$ cat src/rtl/control_fsm_if.sv
// Bus bundle between the control FSM and the datapath/system bus.
// master = control FSM, slave = datapath side.
interface control_fsm_if;
    logic [4:0]  Opcode;
    logic        MemReady;
    logic        CFlag;
    logic [3:0]  AluFunc;
    logic [1:0]  PcSel;
    logic [1:0]  Op1Sel;
    logic [1:0]  ImmSel;
    logic        CarryIn;
    logic        MemRead;
    logic        IrWe;
    logic        PcWe;
    logic        RegWe;
    logic        CFlagWe;
    logic        Illegal;
    logic [15:0] Retired;

    modport master (
        input  Opcode, MemReady, CFlag,
        output AluFunc, PcSel, Op1Sel, ImmSel, CarryIn,
        output MemRead, IrWe, PcWe, RegWe, CFlagWe,
        output Illegal, Retired
    );

    modport slave (
        output Opcode, MemReady, CFlag,
        input  AluFunc, PcSel, Op1Sel, ImmSel, CarryIn,
        input  MemRead, IrWe, PcWe, RegWe, CFlagWe,
        input  Illegal, Retired
    );
endinterface

$ cat src/rtl/control_fsm.sv
// Three-state FETCH/DECODE/EXECUTE control unit.
// Strobes come from the state plus a control word latched in DECODE.
module control_fsm (
    input  logic       Clock,
    input  logic       Reset,
    control_fsm_if.master bus
);
    localparam logic [3:0] FnNop = 4'd0;
    localparam logic [3:0] FnAdd = 4'd3;

    localparam logic [1:0] PcOne  = 2'd3;
    localparam logic [1:0] Op1Pc  = 2'd0;
    localparam logic [1:0] Op1Rd1 = 2'd1;

    typedef enum logic [1:0] {
        Fetch   = 2'd0,
        Decode  = 2'd1,
        Execute = 2'd2
    } stateT;

    typedef struct packed {
        logic [3:0] aluFunc;
        logic [1:0] immSel;
        logic       useCarry;
        logic       regWr;
        logic       illegal;
    } ctrlWordT;

    localparam ctrlWordT NopWord = '{
        aluFunc:  FnNop,
        immSel:   2'd0,
        useCarry: 1'b0,
        regWr:    1'b0,
        illegal:  1'b0
    };

    stateT       stateQ, stateD;
    ctrlWordT    ctrlQ, ctrlD;
    logic        illegalQ;
    logic [15:0] retiredQ;

    always_ff @(posedge Clock or posedge Reset) begin
        if (Reset) begin
            stateQ   <= Fetch;
            ctrlQ    <= NopWord;
            illegalQ <= 1'b0;
            retiredQ <= 16'h0000;
        end else begin
            stateQ <= stateD;
            ctrlQ  <= ctrlD;
            if (stateQ == Execute) begin
                retiredQ <= retiredQ + 16'd1;
                if (ctrlQ.illegal)
                    illegalQ <= 1'b1;
            end
        end
    end

    always_comb begin
        stateD = stateQ;
        unique case (stateQ)
            Fetch:   if (bus.MemReady) stateD = Decode;
            Decode:  stateD = Execute;
            Execute: stateD = Fetch;
            default: stateD = Fetch;
        endcase
    end

    // The control word is only re-sampled in DECODE; it holds otherwise.
    always_comb begin
        ctrlD = ctrlQ;
        if (stateQ == Decode) begin
            ctrlD = NopWord;
            unique case (bus.Opcode)
                5'b00000: ctrlD = NopWord;
                5'b00100: begin
                    ctrlD.aluFunc = FnAdd;
                    ctrlD.regWr   = 1'b1;
                end
                5'b00101: begin
                    ctrlD.aluFunc = FnAdd;
                    ctrlD.immSel  = 2'd1;
                    ctrlD.regWr   = 1'b1;
                end
                5'b11000: begin
                    ctrlD.aluFunc = FnAdd;
                    ctrlD.immSel  = 2'd2;
                    ctrlD.regWr   = 1'b1;
                end
                5'b00110: begin
                    ctrlD.aluFunc  = FnAdd;
                    ctrlD.useCarry = 1'b1;
                    ctrlD.regWr    = 1'b1;
                end
                5'b00111: begin
                    ctrlD.aluFunc  = FnAdd;
                    ctrlD.immSel   = 2'd1;
                    ctrlD.useCarry = 1'b1;
                    ctrlD.regWr    = 1'b1;
                end
                default: ctrlD.illegal = 1'b1;
            endcase
        end
    end

    always_comb begin
        bus.AluFunc = FnNop;
        bus.PcSel   = PcOne;
        bus.Op1Sel  = Op1Pc;
        bus.ImmSel  = 2'd0;
        bus.CarryIn = 1'b0;
        bus.MemRead = 1'b0;
        bus.IrWe    = 1'b0;
        bus.PcWe    = 1'b0;
        bus.RegWe   = 1'b0;
        bus.CFlagWe = 1'b0;
        unique case (stateQ)
            Fetch: begin
                if (!Reset) begin
                    bus.MemRead = 1'b1;
                    bus.IrWe    = bus.MemReady;
                    bus.PcWe    = bus.MemReady;
                end
            end
            Decode: begin
            end
            Execute: begin
                bus.AluFunc = ctrlQ.aluFunc;
                bus.ImmSel  = ctrlQ.immSel;
                // Live flag, so a carry written by the previous add is seen.
                bus.CarryIn = ctrlQ.useCarry & bus.CFlag;
                bus.RegWe   = ctrlQ.regWr;
                bus.CFlagWe = ctrlQ.regWr;
                if (ctrlQ.regWr)
                    bus.Op1Sel = Op1Rd1;
            end
            default: begin
            end
        endcase
    end

    assign bus.Illegal = illegalQ | ((stateQ == Execute) & ctrlQ.illegal);
    assign bus.Retired = retiredQ;
endmodule

$ cat src/flat_wrapper.sv
// flat-port wrapper written by rule: the top's interface ports become plain ports
module control_fsm_flat 
  (Clock, Reset, bus_Opcode, bus_MemReady, bus_CFlag, bus_AluFunc, bus_PcSel, bus_Op1Sel, bus_ImmSel, bus_CarryIn, bus_MemRead, bus_IrWe, bus_PcWe, bus_RegWe, bus_CFlagWe, bus_Illegal, bus_Retired);
  control_fsm_if bus_i ();
  input  logic Clock;
  input  logic Reset;
  input wire logic [$bits(bus_i.Opcode)-1:0] bus_Opcode;
  input wire logic [$bits(bus_i.MemReady)-1:0] bus_MemReady;
  input wire logic [$bits(bus_i.CFlag)-1:0] bus_CFlag;
  output wire logic [$bits(bus_i.AluFunc)-1:0] bus_AluFunc;
  output wire logic [$bits(bus_i.PcSel)-1:0] bus_PcSel;
  output wire logic [$bits(bus_i.Op1Sel)-1:0] bus_Op1Sel;
  output wire logic [$bits(bus_i.ImmSel)-1:0] bus_ImmSel;
  output wire logic [$bits(bus_i.CarryIn)-1:0] bus_CarryIn;
  output wire logic [$bits(bus_i.MemRead)-1:0] bus_MemRead;
  output wire logic [$bits(bus_i.IrWe)-1:0] bus_IrWe;
  output wire logic [$bits(bus_i.PcWe)-1:0] bus_PcWe;
  output wire logic [$bits(bus_i.RegWe)-1:0] bus_RegWe;
  output wire logic [$bits(bus_i.CFlagWe)-1:0] bus_CFlagWe;
  output wire logic [$bits(bus_i.Illegal)-1:0] bus_Illegal;
  output wire logic [$bits(bus_i.Retired)-1:0] bus_Retired;
  assign bus_i.Opcode = bus_Opcode;
  assign bus_i.MemReady = bus_MemReady;
  assign bus_i.CFlag = bus_CFlag;
  assign bus_AluFunc = bus_i.AluFunc;
  assign bus_PcSel = bus_i.PcSel;
  assign bus_Op1Sel = bus_i.Op1Sel;
  assign bus_ImmSel = bus_i.ImmSel;
  assign bus_CarryIn = bus_i.CarryIn;
  assign bus_MemRead = bus_i.MemRead;
  assign bus_IrWe = bus_i.IrWe;
  assign bus_PcWe = bus_i.PcWe;
  assign bus_RegWe = bus_i.RegWe;
  assign bus_CFlagWe = bus_i.CFlagWe;
  assign bus_Illegal = bus_i.Illegal;
  assign bus_Retired = bus_i.Retired;
  control_fsm u_core (.Clock(Clock), .Reset(Reset), .bus(bus_i));
endmodule
$ cat config.mk
export PLATFORM = sky130hd
export DESIGN_NAME = control_fsm_flat
export DESIGN_NICKNAME = d
export VERILOG_FILES = /design/src/rtl/control_fsm_if.sv /design/src/rtl/control_fsm.sv /design/src/flat_wrapper.sv
export SDC_FILE = /design/constraint.sdc
export NUM_CORES = 1
export LEC_CHECK = 0
export ABC_AREA = 1
export BUFFER_PORTS_ARGS = -buffer_cell sky130_fd_sc_hd__buf_2
export CORE_MARGIN = 2
export CORE_UTILIZATION = 53
export DETAILED_ROUTE_END_ITERATION = 12
export GPL_TIMING_DRIVEN = 0
export PLACE_DENSITY = 0.85
export SYNTH_ARGS = -nofsm -noshare
export SYNTH_HDL_FRONTEND = slang
export SYNTH_SLANG_ARGS = --single-unit
export TNS_END_PERCENT = 50
$ cat constraint.sdc
create_clock -name Clock -period 2.7 [get_ports Clock]
set_input_delay 0 -clock Clock [delete_from_list [all_inputs] [get_ports Clock]]
set_output_delay 0 -clock Clock [all_outputs]
set_load 0.01 [all_outputs]
## After elaboration in Yosys (flattened, before gate mapping)

Index checks and enable logic that the tools add are counted.

- Output and inout port bits: 33
- Register bits after elaboration: 28
- Bits of input ports: 9
- Word-level logic and storage cells: 44

- Add/subtract/negate cells: 1
- Reductions and logical operators: 7
- Bitwise operators: 3
- Equality and inequality tests: 8
- Mux-type cells: 17

Operator list:

| operator | number |
|---|---|
| $eq A5 B3 Y1 const B | 4 |
| $add A16 B1 Y16 const B | 1 |
| $mux W1 | 10 |
| $mux W2 | 4 |
| $pmux W2 S2 | 2 |
| $reduce_or A6 Y1 | 1 |
| $eq A5 B5 Y1 const B | 1 |
| $logic_not A5 Y1 | 1 |
| $reduce_or A5 Y1 | 1 |
| $mux W4 | 1 |
| $reduce_or A2 Y1 | 2 |
| $and A1 B1 Y1 | 2 |
| $eq A2 B1 Y1 const B | 1 |
| $eq A2 B2 Y1 const B | 1 |
| $logic_not A2 Y1 | 1 |
| $ne A2 B2 Y1 const B | 1 |
| $reduce_and A2 Y1 | 1 |
| $or A1 B1 Y1 | 1 |

## Logic depth before layout (Yosys ltp)

- Word-level depth: 3
- Depth in mapped cells: 7
- Depth with buffers taken out: 7

## Least setup slack after synthesis

No wires, ideal clock.

- Path type: register to register
- Start point: register u_core.retiredQ[0], in the netlist u_core.bus.Retired[0]
- End point: register u_core.retiredQ[8], in the netlist u_core.bus.Retired[8]
- Setup slack: 1421 ps
- Required time: 2621 ps
- Buffers on the path: 0
- Setup time: 79 ps
- Clock period less this slack: 1279 ps
- Stages on the path, launching flop included: 7
- Arrival: 1200 ps
- Path through: dfrtp_1 -> ha_1 -> nand3_1 -> nor2_4 -> nand2_2 -> nor2_2 -> xor2_1

- Word-level cells in the longest chain between the ends: 1

RTL lines:

| element | line | RTL |
|---|---|---|
| start, declared | control_fsm.sv:40 | `logic [15:0] retiredQ;` |
| start signal, assigned | control_fsm.sv:52 | `retiredQ <= retiredQ + 16'd1;` |
| $add A16 B1 Y16 | control_fsm.sv:52 |  |

Every way passes these cells.
A chain may end at the register's enable or synchronous reset.

## Worst setup path after layout

- Start point: register u_core.stateQ[0]
- End point: output port bus_Op1Sel[0]

- Word-level cells in the longest chain between the ends: 2

RTL lines:

| element | line | RTL |
|---|---|---|
| start, declared | control_fsm.sv:37 | `stateT stateQ, stateD;` |
| start signal, assigned | control_fsm.sv:44 | `stateQ <= Fetch;` |
| start signal, assigned | control_fsm.sv:49 | `stateQ <= stateD;` |
| $eq A2 B2 Y1 | control_fsm.sv:117 | `unique case (stateQ)` |
| $mux W2 | control_fsm.sv:117 |  |
| end, declared | flat_wrapper.sv:12 | `output wire logic [$bits(bus_i.Op1Sel)-1:0] bus_Op1Sel;` |

Every way passes these cells.

==> impl_metrics.ini <==
[outcome]
status = finished, final reports clean

[die]
num_rows = 18
core-area_um2 = 2410
die_area_um2 = 2890
io_pins = 42
start_util_pct = 54.4
fp.dieW_um = 53.7
die_h_um = 53.7

[power]
peakVddDrop_mv = 0.366
total_power_w = 0.000887
power.density_nw_per_um2 = 547
leakage_nw = 0.912

[logic_synthesis]
synthMuxAreaShare_pct = 0.860
ys.warnings.count = 0
synthSimpleGateAreaFrac_pct = 26.7
synthTopCellsByArea = dfrtp_1 46%, inv_1 7.4%, buf_4 5.7%, nor2_1 5.7%, nand2_1 5.4%
synth_seq_area_share_pct = 45.8
ys_ff_latch = 24
syn_inst = 151
synth_top_family_by_area = simple AND/OR/NAND/NOR gates
synth_xor_area_share_pct = 7.35
yosysTopAreaCell = dfrtp_1
syn_area_um2 = 1310
synthFlopType = dfrtp_1
yosys.area.top_type_share_pct = 45.8
synth-adder-area-share_pct = 0.955
synth-compound-area-share_pct = 3.63
postSynth.asyncResetShare_pct = 100
syn_area_per_cell_um2 = 8.68
synthDistinctLibCells = 26
synth_edf_count = 0

[finish]
syn2layout_area_growth_pct = 23.8
drive_gt1_share_pct = 31.7
antenna_cells = 0
layout_commonest_cell = buf_2
final-seq-area_um2 = 601
fin_nets = 211
mostFrequentLayoutCells = 36 x buf_2, 26 x inv_1, 24 x dfrtp_1
finish.utilization_pct = 67.3
multi_input_area_um2 = 537
nFillCells = 197

[flow_run]
maxCapViolCount = 0

[clocking]
cts.path.max_buffers = 2
cts_resized = 0
cts.sinks = 24
clock_insertion_delay_worst_skew_ns = 0.31
tritoncts = done
numCtsBuffers = 3
holdBufCountCts = 6
root_buffer = clkbuf_4
clk_pin_slew_ns = 0.12
post-cts-setup-buffers = 0
htreeDepth = 1

[timing]
grt_setup_unrepaired = false
slew_headroom_pct = 41.2
clock.fmax_mhz = 614
period_needed_ns = 1.63
setup_viol = 0
skew_ns = 0.00327
worstMarginPinSlew_ns = 0.881
hold_ws_ns = 0.0138
slew_viol_final = 0
tns_ns = 0
hold_viol_final = 0
fin_crit_sh_pct = 60.3

[route]
remaining_drc_errors = 0
maxUsedRoutingLayer = met4
dr.pass1.iters = 4
drt-met1-wl_um = 1080
dr_total_vias = 1086
via_per_inst = 4.74
drtIter0Drc = 11
wire_per_inst_um = 11.0
dr_wl_met3_um = 96
antenna_left = 0
finalWirelength_um = 2520
dr_wl_met2_um = 1310

[critical_path]
r2r_setup_slack_ns = 1.32
crit_path_start_kind = register
arrival_ns = 1.63
path_class = reg2out
path_max_fanout = 10
cp-end-kind = primary output
worstPathRequired_ns = 2.70

[global_route]
overflow = 0
grt_pass1_wl_um = 4150
grt_max_degree = 25
grt_pass1_vias = 1030
grt_use_total_pct = 19.9
antenna_found_initial = 0

[placed_design]
dp_hpwl_um = 1900
gp_congestion = 0.806
port_buffers = 36

[min_path]
hold_class = in2reg
## final cells by class
cell class / instances / area share (%)
buffer: 11 / 5.32
clock buffer: 3 / 1.39
inverter: 26 / 6.02
multi-input combinational: 93 / 33.1
sequential: 24 / 37.0
tap: 30 / 2.31
timing repair buffer: 42 / 14.8
## sequential cells by signal, summed over array words and instances, names as in the netlist
register	flops
u_core.ctrlQ	5
u_core.bus.Retired	16
u_core.stateQ	2
u_core.illegalQ	1
## worst max-delay path, stage by stage (launching register included)
cell     delay, ns
dfrtp_1       0.39
inv_1         0.16
nand2_4       0.10
buf_6         0.16
nor2_1        0.23
buf_4         0.16
buf_2         0.12
## power by group
| group | total, W | switching (W) | internal (W) |
|---|---|---|---|
| Combinational | 0.000258 | 0.000137 | 0.000120 |
| Clock | 0.000152 | 0.000100 | 0.0000522 |
| Sequential | 0.000477 | 0.0000615 | 0.000415 |
## cell usage after synthesis (2+ instances only)
master and instances:
nor2_4 3, nand3_1 8, o22ai_1 2, xor2_1 5
dfrtp_1 24, nand2_2 2, o21bai_1 2, nand2_1 19
xnor2_1 6, buf_4 10, nor2_1 20, conb_1 2
o21ai_0 3, nor3_1 2, nand4_1 5, inv_1 26
nor2_2 3
## layer usage
| layer | global-route usage (%) | vias to the layer above |
|---|---|---|
| met5 | 0 | - |
| met4 | 10.3 | 0 |
| met3 | 2.78 | 4 |
| met2 | 36.0 | 27 |
| met1 | 22.5 | 508 |
| li1 | - | 547 |
## path summary, 6_finish.rpt
check | from | endpoint | cells after the start
worst max-delay path | u_core.stateQ[0]$_DFFE_PP0P_ | bus_Op1Sel[0] | 6
worst min-delay path | bus_Opcode[2] | u_core.ctrlQ[2]$_DFFE_PP0N_ | 3
worst max register to register | u_core.bus.Retired[0]$_DFFE_PP0N_ | u_core.bus.Retired[14]$_DFFE_PP0N_ | 7
worst min register to register | u_core.illegalQ$_DFFE_PP0P_ | u_core.illegalQ$_DFFE_PP0P_ | 1
max in group asynchronous | Reset | u_core.bus.Retired[5]$_DFFE_PP0N_ | 3
min in group asynchronous | Reset | u_core.stateQ[0]$_DFFE_PP0P_ | 3
## through the flow
step	area, um2	setup slack (ns)	std cells
floorplan	1320	1.42	154
global placement	1540	1.38	220
detailed placement	1540	1.31	220
CTS	1620	1.05	229
global route	1620	0.960	229
finish	1620	1.07	229
## cells by family after synthesis
family                     Yosys count
DFF                                 24
muxes                                1
xor gates and xnor gates            11
and+or+nand+nor                     67
buffers and inverters               37
AOI/OAI and AO/OA                    8
adders and majority gates            1
other                                2
Power figures use the tool's default switching activity.
